--- config.mk ---
export PLATFORM = sky130hd
export DESIGN_NAME = phy_rx_deserializer
export DESIGN_NICKNAME = d
export VERILOG_FILES = /design/src/rtl/phy_rx_deserializer.sv
export SDC_FILE = /design/constraint.sdc
export NUM_CORES = 1
export LEC_CHECK = 0
export ABC_AREA = 1
export CAP_MARGIN = 20
export CORE_AREA = 8 8 123 125
export CTS_CLUSTER_DIAMETER = 120
export DETAILED_ROUTE_END_ITERATION = 6
export DIE_AREA = 0 0 131 133
export MAX_ROUTING_LAYER = met4
export PLACE_DENSITY = 0.52
export SLEW_MARGIN = 5
export SYNTH_ARGS = -nofsm -noshare
export SYNTH_HDL_FRONTEND = slang
export SYNTH_SLANG_ARGS = --single-unit
--- constraint.sdc ---
create_clock -name clk_32f -period 1.42 [get_ports clk_32f]
set_input_delay 0.284 -clock clk_32f [delete_from_list [all_inputs] [get_ports clk_32f]]
set_output_delay 0.284 -clock clk_32f [all_outputs]
set_load 0.02 [all_outputs]
--- src/rtl/phy_rx_deserializer.sv ---
// Serial-to-4-lane receive deserializer: locks byte alignment on consecutive COM
// characters, then rebuilds lanes 0..3 and presents one registered word per 32 bits.
module phy_rx_deserializer #(
    parameter logic [7:0] COM       = 8'hBC,
    parameter int         ALIGN_CNT = 4
) (
    input  logic       clk_32f,
    input  logic       reset,
    input  logic       data_in,
    output logic [7:0] data_0,
    output logic [7:0] data_1,
    output logic [7:0] data_2,
    output logic [7:0] data_3,
    output logic       valid_0,
    output logic       valid_1,
    output logic       valid_2,
    output logic       valid_3,
    output logic       out_stb,
    output logic       active
);

    typedef enum logic [1:0] {SEARCH, LOCK, ACTIVE} state_t;

    localparam int            CW         = $clog2(ALIGN_CNT + 1);
    localparam logic [CW-1:0] ALIGN_LAST = CW'(ALIGN_CNT - 1);

    state_t        r_state;
    logic [7:0]    r_sh;
    logic [2:0]    r_bit_cnt;
    logic [CW-1:0] r_com_cnt;
    logic [1:0]    r_lane_idx;
    logic [7:0]    r_buf_0, r_buf_1, r_buf_2;
    logic [7:0]    r_data [4];
    logic [3:0]    r_valid;
    logic          r_out_stb;
    logic          r_active;

    logic [7:0]    w_nxt;
    logic [7:0]    w_lane [4];

    // The byte completing on this edge already includes the bit being sampled now.
    assign w_nxt = {r_sh[6:0], data_in};

    assign w_lane[0] = r_buf_0;
    assign w_lane[1] = r_buf_1;
    assign w_lane[2] = r_buf_2;
    assign w_lane[3] = w_nxt;

    always_ff @(posedge clk_32f) begin
        if (!reset) begin
            // NOTE: the lane buffers are tiny and reset alongside the control state,
            // so a mid-frame reset can never leak stale bytes into a later frame.
            r_state    <= SEARCH;
            r_sh       <= '0;
            r_bit_cnt  <= '0;
            r_com_cnt  <= '0;
            r_lane_idx <= '0;
            r_buf_0    <= '0;
            r_buf_1    <= '0;
            r_buf_2    <= '0;
            for (int k = 0; k < 4; k++) r_data[k] <= '0;
            r_valid    <= '0;
            r_out_stb  <= 1'b0;
            r_active   <= 1'b0;
        end else begin
            r_sh      <= w_nxt;
            r_out_stb <= 1'b0;
            case (r_state)
                SEARCH: begin
                    if (w_nxt == COM) begin
                        r_state   <= LOCK;
                        r_com_cnt <= CW'(1);
                        r_bit_cnt <= '0;
                    end
                end
                LOCK: begin
                    r_bit_cnt <= r_bit_cnt + 3'd1;
                    if (r_bit_cnt == 3'd7) begin
                        if (w_nxt == COM) begin
                            r_com_cnt <= r_com_cnt + CW'(1);
                            if (r_com_cnt == ALIGN_LAST) begin
                                r_state    <= ACTIVE;
                                r_active   <= 1'b1;
                                r_lane_idx <= '0;
                                r_bit_cnt  <= '0;
                            end
                        end else begin
                            r_state   <= SEARCH;
                            r_com_cnt <= '0;
                        end
                    end
                end
                ACTIVE: begin
                    r_bit_cnt <= r_bit_cnt + 3'd1;
                    if (r_bit_cnt == 3'd7) begin
                        r_lane_idx <= r_lane_idx + 2'd1;
                        case (r_lane_idx)
                            2'd0: r_buf_0 <= w_nxt;
                            2'd1: r_buf_1 <= w_nxt;
                            2'd2: r_buf_2 <= w_nxt;
                            default: begin
                                // A COM in any slot means that lane carried no data.
                                for (int k = 0; k < 4; k++) begin
                                    if (w_lane[k] == COM) begin
                                        r_data[k]  <= 8'h00;
                                        r_valid[k] <= 1'b0;
                                    end else begin
                                        r_data[k]  <= w_lane[k];
                                        r_valid[k] <= 1'b1;
                                    end
                                end
                                r_out_stb <= 1'b1;
                            end
                        endcase
                    end
                end
                default: r_state <= SEARCH;
            endcase
        end
    end

    assign data_0  = r_data[0];
    assign data_1  = r_data[1];
    assign data_2  = r_data[2];
    assign data_3  = r_data[3];
    assign valid_0 = r_valid[0];
    assign valid_1 = r_valid[1];
    assign valid_2 = r_valid[2];
    assign valid_3 = r_valid[3];
    assign out_stb = r_out_stb;
    assign active  = r_active;

endmodule

== Word-level counts from Yosys, hierarchy flattened ==
Memories as Yosys holds them, arrays and structs flattened.
Cells that the tools add are included.
Cells by class
  add/subtract/negate cells: 3
  eq/ne operators: 16
  mux-type cells: 77
  bitwise gates (word level): 10
  reductions and logical operators: 16
Operators by type and width (number)
  two-way mux 8 bit: 8
  two-way mux 1 bit: 50
  equality test 8 bit (second input constant): 4
  two-way mux 3 bit: 7
  AND reduction 3 bit: 6
  two-way mux 2 bit: 8
  != test 2 bit (second input constant): 5
  case mux 3 bit (3 select lines): 1
  OR 1 bit: 8
  AND reduction 4 bit: 2
  adder 3 x 1 -> 3 bit (second input constant): 2
  case mux 2 bit (3 select lines): 1
  case mux 3 bit (2 select lines): 1
  AND reduction 5 bit: 1
  equality test 2 x 1 -> 1 bit (second input constant): 2
  equality test 2 bit (second input constant): 2
  zero test 2 bit: 2
  case mux 2 bit (2 select lines): 1
  nonzero test 2 bit: 2
  equality test 3 x 2 -> 1 bit (second input constant): 1
  equality test 3 bit (second input constant): 1
  != test 3 bit (second input constant): 1
  nonzero test 3 bit: 1
  OR reduction 3 bit: 1
  other kinds (3): 4
Word-level totals
  bits in registers: 47
  bits in writable memories: 32
  bits of input ports: 3
  output and inout port bits: 38
  logic and storage cells: 134
  memories kept: 1
Memories
  r_data: depth 4, width 8, read ports 4, clocked after Yosys merged registers in 0, write ports 4, line 33  | logic [7:0] r_data [4];

== Logic depth before layout (Yosys ltp) ==
  depth after elaboration: 9
  gate-level depth with buffers: 9
  gate-level depth less buffers: 9

== Least setup slack after synthesis ==
No wires, ideal clock.
  kind: flip-flop to flip-flop
  from: reg r_bit_cnt[0]
  to: reg r_valid[0]
  arrival: 1.323 ns
  required time: 1.289 ns
  slack: -0.034 ns
  cell stages (with the launch flop): 10
  path buffers: 0
  period minus slack after synthesis: 1.454 ns
  cell sequence: dfxtp_1 > ha_1 > ha_1 > nand2_1 > inv_2 > nand2_2 > nand2_1 > inv_1 > nand2_1 > nand2_1
On the way
  word-level cells in the longest chain between the ends: 2
RTL lines
  start: declaration: line 29  | logic [2:0] r_bit_cnt;
  start signal: assignment: line 77  | r_bit_cnt <= r_bit_cnt + 3'd1;
  start signal: assignment: line 94  | r_bit_cnt <= r_bit_cnt + 3'd1;
  equality test 3 bit: line 95  | if (r_bit_cnt == 3'd7) begin
  AND reduction 3 bit (no line)
  end signal: assignment: line 62  | r_valid <= '0;
  end signal: indexed assignment: line 106  | r_valid[k] <= 1'b0;
  end signal: indexed assignment: line 109  | r_valid[k] <= 1'b1;
  end: declaration: line 34  | logic [3:0] r_valid;
No other way between the ends.
A chain may end at the register's enable or synchronous reset.

==> flow_metrics.py <==
metrics = {
    "outcome": {
        "status": "finished with violations",
        "violations": "setup timing",
    },
    "die": {
        "core_sq_mm": 0.0131,
        "ios": 41,
        "num_rows": 42,
        "dieWidth_um": 131,
        "start_util": 0.245,
        "die_y_um": 133,
        "die_area_sq_mm": 0.0174,
    },
    "worst_setup_path": {
        "worstPathMaxFanout": 7,
        "crit_path_end_kind": "flip-flop",
        "critPathKind": "flip-flop to flip-flop",
        "crit_required_ps": 1500,
        "cp_cell_sequence": "ha_4 -> ha_4 -> nand2_4 -> inv_6 -> nand2_8 -> clkinv_8 -> o211ai_4 -> nor2_1",
        "crit_top_cell": "ha_4",
        "slowest_delay_ps": 330,
        "cp_slowest_cell": "dfxtp_2",
        "start_kind": "flip-flop",
        "cp.arrival_ps": 1520,
        "r2r_cells": 8,
    },
    "detailed_routing": {
        "wl_per_cell_um": 12.1,
        "drtIter0Drc": 127,
        "drt_wl_total_um": 7490,
        "num_vias": 2523,
        "vias_per_cell": 4.09,
        "dr.pass1.iters": 4,
        "antenna_left": 0,
        "drc": 0,
    },
    "grt": {
        "antenna_found_initial": 0,
        "grt_max_degree": 20,
        "grt_overflow": 0,
        "grt_pass1_wl_um": 11800,
        "grtUsageTotal": 0.0898,
        "grt_pass1_vias": 2519,
    },
    "cells_and_area": {
        "num-fill-cells": 1304,
        "nets": 451,
        "drive_above_1_share": 0.247,
        "syn2layout_area_growth_pct": 47.9,
        "antenna_cells": 0,
        "fin_area_sq_mm": 0.00475,
    },
    "synthesis": {
        "yosysTopAreaCellShare": 0.299,
        "synth_area_leaders": "edfxtp_1, dfxtp_1, nand2_1",
        "syn_nets": 362,
        "synth_top_area_cell": "edfxtp_1",
        "synth_cell_types": 26,
        "synthArstFlopShare": 0,
        "syn-mean-instance-area_sq_um": 9.26,
        "synth-edff-count": 32,
        "synth-seq-cells": 79,
        "post-synth-top-count-cell": "nand2_1",
        "synth_ff_type": "dfxtp_1",
        "synth_seq_area_share": 0.592,
        "ys_warn_count": 0,
        "synth_common_cells": "nand2_1, inv_1, nor2_1",
        "netlist_instances": 347,
        "synthesis.area_sq_mm": 0.00321,
    },
    "clock_network": {
        "cts_buffers": 9,
        "holdBufCountCts": 0,
        "path_clk_slew_ps": 60,
        "cts-root-buf": "clkbuf_16",
        "clkSinkCount": 79,
        "tritoncts": "yes",
        "clk_latency_ps": 330,
        "htreeDepth": 3,
        "clk_path_buf_depth": 2,
    },
    "timing": {
        "setup_slack_ps": -21.7,
        "hold_viol": 0,
        "maxSlewHeadroom": 0.804,
        "rsz0062_at_grt": "yes",
        "hold_slack_ps": 445,
        "fin_crit_sh": 1.02,
        "fin_skew_ps": 6.84,
        "fmax_mhz": 694,
        "drv_slew": 0,
        "min_period_ps": 1440,
        "fin_setup_tns_ps": -141,
        "worstMarginPinSlew_ps": 293,
        "setup_viol": 18,
    },
    "place": {
        "placed_cell_area_sq_mm": 0.00421,
        "dp_slack_ps": -210,
        "portBuffers": 40,
        "gp_congestion": 0.741,
        "hpwl_um": 5340,
    },
    "pwr": {
        "worst_ir_drop_vdd_mv": 0.602,
        "power-per-cell-area_mw_per_mm2": 1230,
        "p_total_w": 0.00586,
        "power.leakage_nw": 1.91,
    },
    "worst_hold_path": {
        "holdPathStages": 2,
        "hold_class": "flip-flop to flip-flop",
    },
    "run": {
        "maxCapViolations": 0,
    },
}
[state kept, by name (all words and copies together) (netlist names)]
signal	count
active	1
r_sh	7
r_buf_2	8
r_valid	4
r_bit_cnt	3
r_state	2
r_buf_1	8
r_com_cnt	3
out_stb	1
r_buf_0	8
r_data	32
r_lane_idx	2
[placed cells by master (no fill, tap or decap), types with 3 or more instances in the layout]
cell,count
ha_2,3
edfxtp_1,32
ha_4,3
ha_1,6
clkbuf_16,9
buf_12,3
nand2_1,47
nand2_2,4
nor2_2,8
nand2_8,4
o21ai_0,18
nand4_1,7
o21ai_1,9
a21oi_1,29
nand2_4,8
nor2_1,43
o211ai_4,5
dfxtp_2,5
buf_4,31
buf_6,8
dfxtp_1,42
dlygate4sd2_1,38
inv_1,51
[cell type report]
type                            count  area, sq um  share of cell area
Sequential cell                    79         1910               0.402
Multi-Input combinational cell    207         1340               0.282
Clock inverter                      5         73.8              0.0155
Timing Repair Buffer               82          736               0.155
Clock buffer                       11          233              0.0490
Inverter                           57          239              0.0503
Tap cell                          176          220              0.0464
[where the power goes]
group	leakage (nW)	switching, W	internal [W]	total [W]
combinational	1.06	0.000544	0.000421	0.000966
sequential	0.701	0.0000568	0.00246	0.00252
clock	0.151	0.000849	0.00153	0.00238
total	1.91	0.00145	0.00441	0.00586
[path summary, 6_finish.rpt]
kind | slack, ps | start | to
max | -20 | r_bit_cnt[1] | r_data[0][3]
min | 440 | r_valid[3] | r_valid[3]
max reg2reg | -20 | r_bit_cnt[1] | r_data[0][3]
min reg2reg | 440 | r_valid[3] | r_valid[3]
[metal layers]
metal / GRT usage / vias to the layer above / wire, um
li1: - / 1313 / -
met1: 0.0974 / 1159 / 3190
met2: 0.148 / 41 / 3740
met3: 0.0249 / 10 / 404
met4: 0.0421 / 0 / 150
met5: - / - / 0
[metrics by stage]
| stage | cells | util |
|---|---|---|
| after global placement | 598 | 0.322 |
| final | 617 | 0.363 |
| after CTS | 615 | 0.350 |
| after global routing | 617 | 0.363 |
| after detailed placement | 598 | 0.322 |
| after floorplan | 347 | - |
[timing repair]
action                                  CTS  global route
buffers inserted                          1             1
pin swaps                                 2            11
endpoints found under the hold margin     0             0
resized for setup                        70            47
endpoints found under the setup margin  128            97
gates cloned                              2             2
[cell families after synthesis]
family	after synthesis	synth area share
AO/OA/AOI/OAI	62	0.108
adder cells (fa/ha/maj)	12	0.0467
buffers and inverters	65	0.0791
flip-flops	79	0.592
AND/OR/NAND/NOR	129	0.174
[worst max-delay path: cells and delay by family (launching register included)]
family	cells	cell delay (ps)
simple gates	3	250
compound gates	1	120
fa+ha+maj	2	320
buf+inv	2	160
flops	1	330
Note: power is estimated with default switching activity, not from simulation.
==> RTL edit 1, RTL diff (same settings) <==
The 3 states of `state_t` get a one-hot encoding in 3 bits.
--- a/src/rtl/phy_rx_deserializer.sv
+++ b/src/rtl/phy_rx_deserializer.sv
@@ -19,7 +19,7 @@
     output logic       active
 );
 
-    typedef enum logic [1:0] {SEARCH, LOCK, ACTIVE} state_t;
+    typedef enum logic [2:0] {SEARCH = 3'b001, LOCK = 3'b010, ACTIVE = 3'b100} state_t;
 
     localparam int            CW         = $clog2(ALIGN_CNT + 1);
     localparam logic [CW-1:0] ALIGN_LAST = CW'(ALIGN_CNT - 1);
Function: same outputs for any inputs over 10 cycles, from zero or initial values and one cycle with reset low; not proved beyond that.
==> RTL edit 1 against the unedited design <==
The flow still finishes with violations (setup timing). Synthesized area up 0.47%. Design area rose by 1.6%. Largest power group unchanged. Routed wire length grew 7.0%. Maximum frequency is 0.81% lower. Combinational power shrank 42%. Sequential cell count increased by 1. Setup slack got worse by 12 ps. Die area stayed put. Global-route usage barely moved. Power decreased by 13%.
==> RTL edit 1: results (changes against the unedited design) <==
| Metric | Value |
|---|---|
| Number of fill cells in the layout | `1,319 (+1.2%)` |
| Crit-path slowest cell | `dfxtp_2` |
| Vias post-DR | `2,598 (+3.0%)` |
| Failing checks | `setup timing` |
| Initial detailed-routing violation count | `161 (+27%)` |
| Final setup vio count | `32 (+14)` |
| Number of global-route vias before repair | `2,483 (-1.4%)` |
| Met3 WL | `360 µm (-11%)` |
| Synth cell types | `26 (unchanged)` |
| Worst stage delay on the critical path | `350 ps (+20 ps)` |
| Clk root buf | `clkbuf_16` |
| Setup WS pre-CTS | `-262 ps (-52.6 ps)` |
| Tot GR Track Use | `9.02% (+0.034 points)` |
| Drt wl/cell | `12.9 µm (+6.5%)` |
| TritonCTS buffer count | `9 (unchanged)` |
| Mapped Cells | `342 (-1.4%)` |
| Global-route wire length before repair | `11,900 µm (+0.88%)` |
| Pre-antenna DRT Iters | `4 (unchanged)` |
| Routability cong. | `0.794 (+7.0%)` |
| GR Util met3 | `2.61% (+0.12 points)` |
| Ys flop type | `dfxtp_1` |
| Max FFs per register | `32 (unchanged)` |
| Post-synth ARST share | `0% (unchanged)` |
| CTS max path bufs | `2 (unchanged)` |
| Share of cells above drive strength 1 | `32.2% (+7.5 points)` |
| TNS Setup | `-549 ps (-408 ps)` |
| Worst VDD drop | `0.000400 V (-34%)` |
| Syn nets | `353 (-2.5%)` |
| Post-synthesis sequential area ratio | `59.6% (+0.34 points)` |
| Worst Skew | `6.13 ps (-0.708 ps)` |
| Slew HR | `79.0% (-1.5 points)` |
| Outcome | `finished, violations left` |
| Wl on met1 | `3540 µm (+11%)` |
| Final #Nets | `450 (-0.22%)` |
| Inserted Diodes | `0 (unchanged)` |
| Top post-synthesis cells by area | `dfxtp_1 (30%), edfxtp_1 (30%), inv_1 (6.3%)` |
| Post-DP HPWL | `5370 µm (+0.57%)` |
| Worst-path maximum fanout | `10 (+3)` |
| Largest net degree at the start of global routing | `17 (-15%)` |
| Met1 GRT Util | `10.4% (+0.65 points)` |
| I/O Buffers | `40 (unchanged)` |
| Metal2 WL | `4000 µm (+7.0%)` |
| Number of synthesized flops with an enable pin | `32 (unchanged)` |
| Placed cell area | `0.00413 mm² (-2.0%)` |
| Dpl cells | `586 (-2.0%)` |
| Synth cell count leaders | `inv_1 (54), dfxtp_1 (48), nand2_1 (46)` |
| Worst min-delay path class | `in -> reg` |
| P_leak | `1.88 nW (-1.5%)` |
| Clock slew at reported path FFs | `60 ps (about the same)` |
| Number of synthesis warnings | `0 (unchanged)` |
| WP data arrival | `1670 ps (+150 ps)` |
| Uppermost layer routed | `met4` |
| Met2 Resource Use GR | `14.2% (-0.66 points)` |
| Total Wirelength | `8010 µm (+7.0%)` |
| Clock Latency Late Sink | `330 ps (about the same)` |
| Worst path top cell family by delay | `flip-flops` |
| Final Instance Area | `0.00483 mm² (+1.6%)` |
| H-tree depth | `3 (unchanged)` |
| Final worst slack | `-33.5 ps (-11.8 ps)` |
==> RTL edit 1: cell count changes after synthesis, moves of 4 or more <==
cell / delta
nor2_1: -8
nand3_1: +6
nand2_2: +5
ha_1: -4
nand2_1: -11
buf_2: -4
==> RTL edit 1: tightest hold or removal path: cells and delay by family <==
family	cells	cell delay, ps
buffers and inverters	3	370
and+or+nand+nor	1	50
==> RTL edit 1: area by class of cell <==
class                           count  share of cell area, %
Sequential cell                    80                   39.9
Clock buffer                       13                   4.98
Timing Repair Buffer               89                   16.4
Multi-Input combinational cell    202                   29.3
Tap cell                          176                   4.56
Inverter                           57                   4.61
Clock inverter                      3                  0.285
==> RTL edit 1: kinds of logic (layout without fill, tap and decap cells) <==
| logic type | count (synthesis) | count (layout) | share of synthesized area [%] |
|---|---|---|---|
| and+or+nand+nor | 128 | 130 | 18.7 |
| DFF | 80 | 80 | 59.6 |
| buffers and inverters | 65 | 162 | 8.30 |
| AOI/OAI and AO/OA | 61 | 64 | 10.4 |
| adders and majority gates | 8 | 8 | 3.10 |
==> RTL edit 1: final timing paths <==
path                end  cells after the start  slack, ps         start
max          r_buf_1[3]                      8        -30  r_bit_cnt[1]
min             r_sh[0]                      4        390       data_in
max reg2reg  r_buf_1[3]                      8        -30  r_bit_cnt[1]
min reg2reg  r_valid[0]                      2        440    r_valid[0]
==> RTL edit 1: timing repair <==
action	4_1_cts	5_1_grt
resized for setup	55	84
buffers inserted	2	11
pin swaps	5	11
setup endpoints to repair	110	100
gates cloned	0	5
hold buffers	0	0
==> RTL edit 1: power breakdown <==
part | total (mW) | switching [mW] | internal [mW]
Combinational | 0.563 | 0.352 | 0.211
Sequential | 2.49 | 0.0326 | 2.46
Clock | 2.02 | 0.845 | 1.17
Total | 5.07 | 1.23 | 3.84
==> RTL edit 2, RTL diff (config.mk and constraints unchanged) <==
Without the edit above. `ALIGN_CNT`: 4 -> 2.
--- a/src/rtl/phy_rx_deserializer.sv
+++ b/src/rtl/phy_rx_deserializer.sv
@@ -2,7 +2,7 @@
 // characters, then rebuilds lanes 0..3 and presents one registered word per 32 bits.
 module phy_rx_deserializer #(
     parameter logic [7:0] COM       = 8'hBC,
-    parameter int         ALIGN_CNT = 4
+    parameter int         ALIGN_CNT = 2
 ) (
     input  logic       clk_32f,
     input  logic       reset,
Formal check against the unedited RTL: same outputs for any inputs over 10 cycles, from zero or initial values and one cycle with reset low; that may be too few to reach the edited logic, so the function may still have changed.
==> RTL edit 2 against the unedited design <==
The run still ends with setup timing left. Routed wire length is 4.1% lower. Sequential cell count fell by 1. Combinational power is 18% lower. Sequential share of layout area is 2.2 points higher. Power is 9.9% lower. Clock skew decreased by 2.0 ps. Count of clock-buffer cells in the layout grew 3. Hold slack improved by 4.3 ps. Synthesized area is 2.1% lower. Non-clock buffer count shrank 5. Setup slack lost 12 ps. Design area is 6.3% lower. Largest power group unchanged.
==> RTL edit 2: results (changes against the unedited design) <==
| Metric | Value |
|---|---|
| Outcome | `finished, violations left` |
| Failing checks | `setup timing` |
| Number of synthesis warnings | `0 (unchanged)` |
| Mapped Cells | `336 (-3.2%)` |
| Hold_sp | `r_valid[0]` |
| Number of global-route vias before repair | `2,398 (-4.8%)` |
| Antenna violations before repair | `0 (unchanged)` |
| Dpl cells | `579 (-3.2%)` |
| H-tree depth | `3 (unchanged)` |
| Placed cell area | `0.00402 mm² (-4.5%)` |
| Syn nets | `350 (-3.3%)` |
| Vias/cell | `4.06 (-0.67%)` |
| Synth cell types | `20 (-23%)` |
| Worst path top cell family by delay | `flip-flops` |
| Crit-path slowest cell | `dfxtp_2` |
| Ys flop type | `dfxtp_1` |
| Global-route wire length before repair | `11,800 µm (-0.12%)` |
| Layout Cells excl Fill | `600 (-2.8%)` |
| Total Wirelength | `7180 µm (-4.1%)` |
| Switching pwr | `1.32 mW (-9.2%)` |
| Pre-antenna DRT Iters | `6 (+2)` |
| Max FFs per register | `32 (unchanged)` |
| Worst stage delay on the critical path | `350 ps (+20 ps)` |
| Worst VDD drop | `0.000536 V (-11%)` |
| Initial detailed-routing violation count | `141 (+11%)` |
| Post-synth ARST share | `0% (unchanged)` |
| Inserted Diodes | `0 (unchanged)` |
| Top post-synthesis cells by area | `edfxtp_1 (31%), dfxtp_1 (29%), nor2_1 (6.8%)` |
| Clock Latency Late Sink | `330 ps (about the same)` |
| WP data arrival | `1500 ps (-20 ps)` |
| I/O Buffers | `40 (unchanged)` |
| Worst-path maximum fanout | `8 (+1)` |
| Setup WS pre-CTS | `-222 ps (-12.5 ps)` |
| Routability cong. | `0.805 (+8.6%)` |
| Post-synthesis sequential area ratio | `59.9% (+0.66 points)` |
| Tot GR Track Use | `8.96% (-0.025 points)` |
| P_leak | `1.87 nW (-2.2%)` |
| Final setup vio count | `9 (-9)` |
| Clock slew at reported path FFs | `50 ps` |
| Final worst slack | `-33.6 ps (-11.9 ps)` |
| Largest net degree at the start of global routing | `23 (+15%)` |
| Worst Tran Pin Value | `249 ps (-43.9 ps)` |
| Number of fill cells in the layout | `1,365 (+4.7%)` |
| Clk root buf | `clkbuf_16` |
| Post-DP HPWL | `5240 µm (-2.0%)` |
| Share of cells above drive strength 1 | `21.9% (-2.8 points)` |
| Final #Nets | `433 (-4.0%)` |
| Final core utilization | `34.0% (-2.3 points)` |
| Worst min-delay path class | `reg -> reg` |
| TNS Setup | `-256 ps (-115 ps)` |
| Number of synthesized flops with an enable pin | `32 (unchanged)` |
| Hold WS | `449 ps (+4.28 ps)` |
| CTS max path bufs | `2 (unchanged)` |
| Worst Skew | `4.82 ps (-2.01 ps)` |
| Largest Register | `r_data` |
| CP startpoint kind | `flip-flop` |
| Synth cell count leaders | `nor2_1 (57), inv_1 (52), nand2_1 (49)` |
==> RTL edit 2: changes by cell type after synthesis, moves of 2 or more <==
cell      unedited run  this run
buf_2                5         3
inv_1               54        52
nand3_1              3         6
o211ai_2             3         0
nor2_1              50        57
o211ai_4             0         3
nor2_2               2         0
nand2_1             57        49
==> RTL edit 2: repair_timing <==
action / in CTS / in global routing
gates cloned: 3 / 0
pin swaps: 6 / 7
endpoints found under the hold margin: 0 / 0
setup buffers: 1 / 1
endpoints found under the setup margin: 135 / 97
resized for setup: 56 / 33
==> RTL edit 2: cell families (layout without fill, tap and decap cells) <==
| kind of cell | after synthesis | after routing | share of synthesized area [%] |
|---|---|---|---|
| adder cells (fa/ha/maj) | 11 | 11 | 4.38 |
| AND/OR/NAND/NOR | 126 | 126 | 16.8 |
| AO/OA/AOI/OAI | 59 | 62 | 10.9 |
| buffers and inverters | 62 | 147 | 8.00 |
| flip-flops | 78 | 78 | 59.9 |
==> RTL edit 2: path summary, 6_finish.rpt <==
| path | depth (start not counted) | to |
|---|---|---|
| max | 8 | r_data[2][3] |
| min | 2 | r_valid[0] |
| max reg2reg | 8 | r_data[2][3] |
| min reg2reg | 2 | r_valid[0] |
==> RTL edit 2: per-layer routing <==
metal  wire, µm  vias up  track usage, %
met1       3210     1132            10.3
met3        324        6            2.33
met5          0        -               -
li1           -     1266               -
met4        125        0            4.21
met2       3530       33            14.2
==> RTL edit 2: layout make-up <==
| class | count | area share [%] |
|---|---|---|
| clock inverter | 2 | 0.225 |
| clock buffer | 14 | 5.71 |
| multi-input combinational | 199 | 26.8 |
| tap | 176 | 4.95 |
| sequential | 78 | 42.4 |
| inverter | 54 | 4.83 |
| timing repair buffer | 77 | 15.1 |
==> RTL edit 2: power groups by stage <==
stage / registers, mW / clock network (mW) / logic, mW
6_report: 2.45 / 2.03 / 0.796
5_1_grt: 2.46 / 2.19 / 0.900
4_1_cts: 2.45 / 2.09 / 0.710
3_5_place_dp: 2.49 / 0 / 0.710
3_3_place_gp: 2.49 / 0 / 0.700
2_1_floorplan: 2.54 / 0 / 0.408
==> RTL edit 2: tightest hold or removal path, delay by kind of cell, from the launching register on <==
family           cells  cell delay (ps)
DFF                  1              310
and+or+nand+nor      2              100
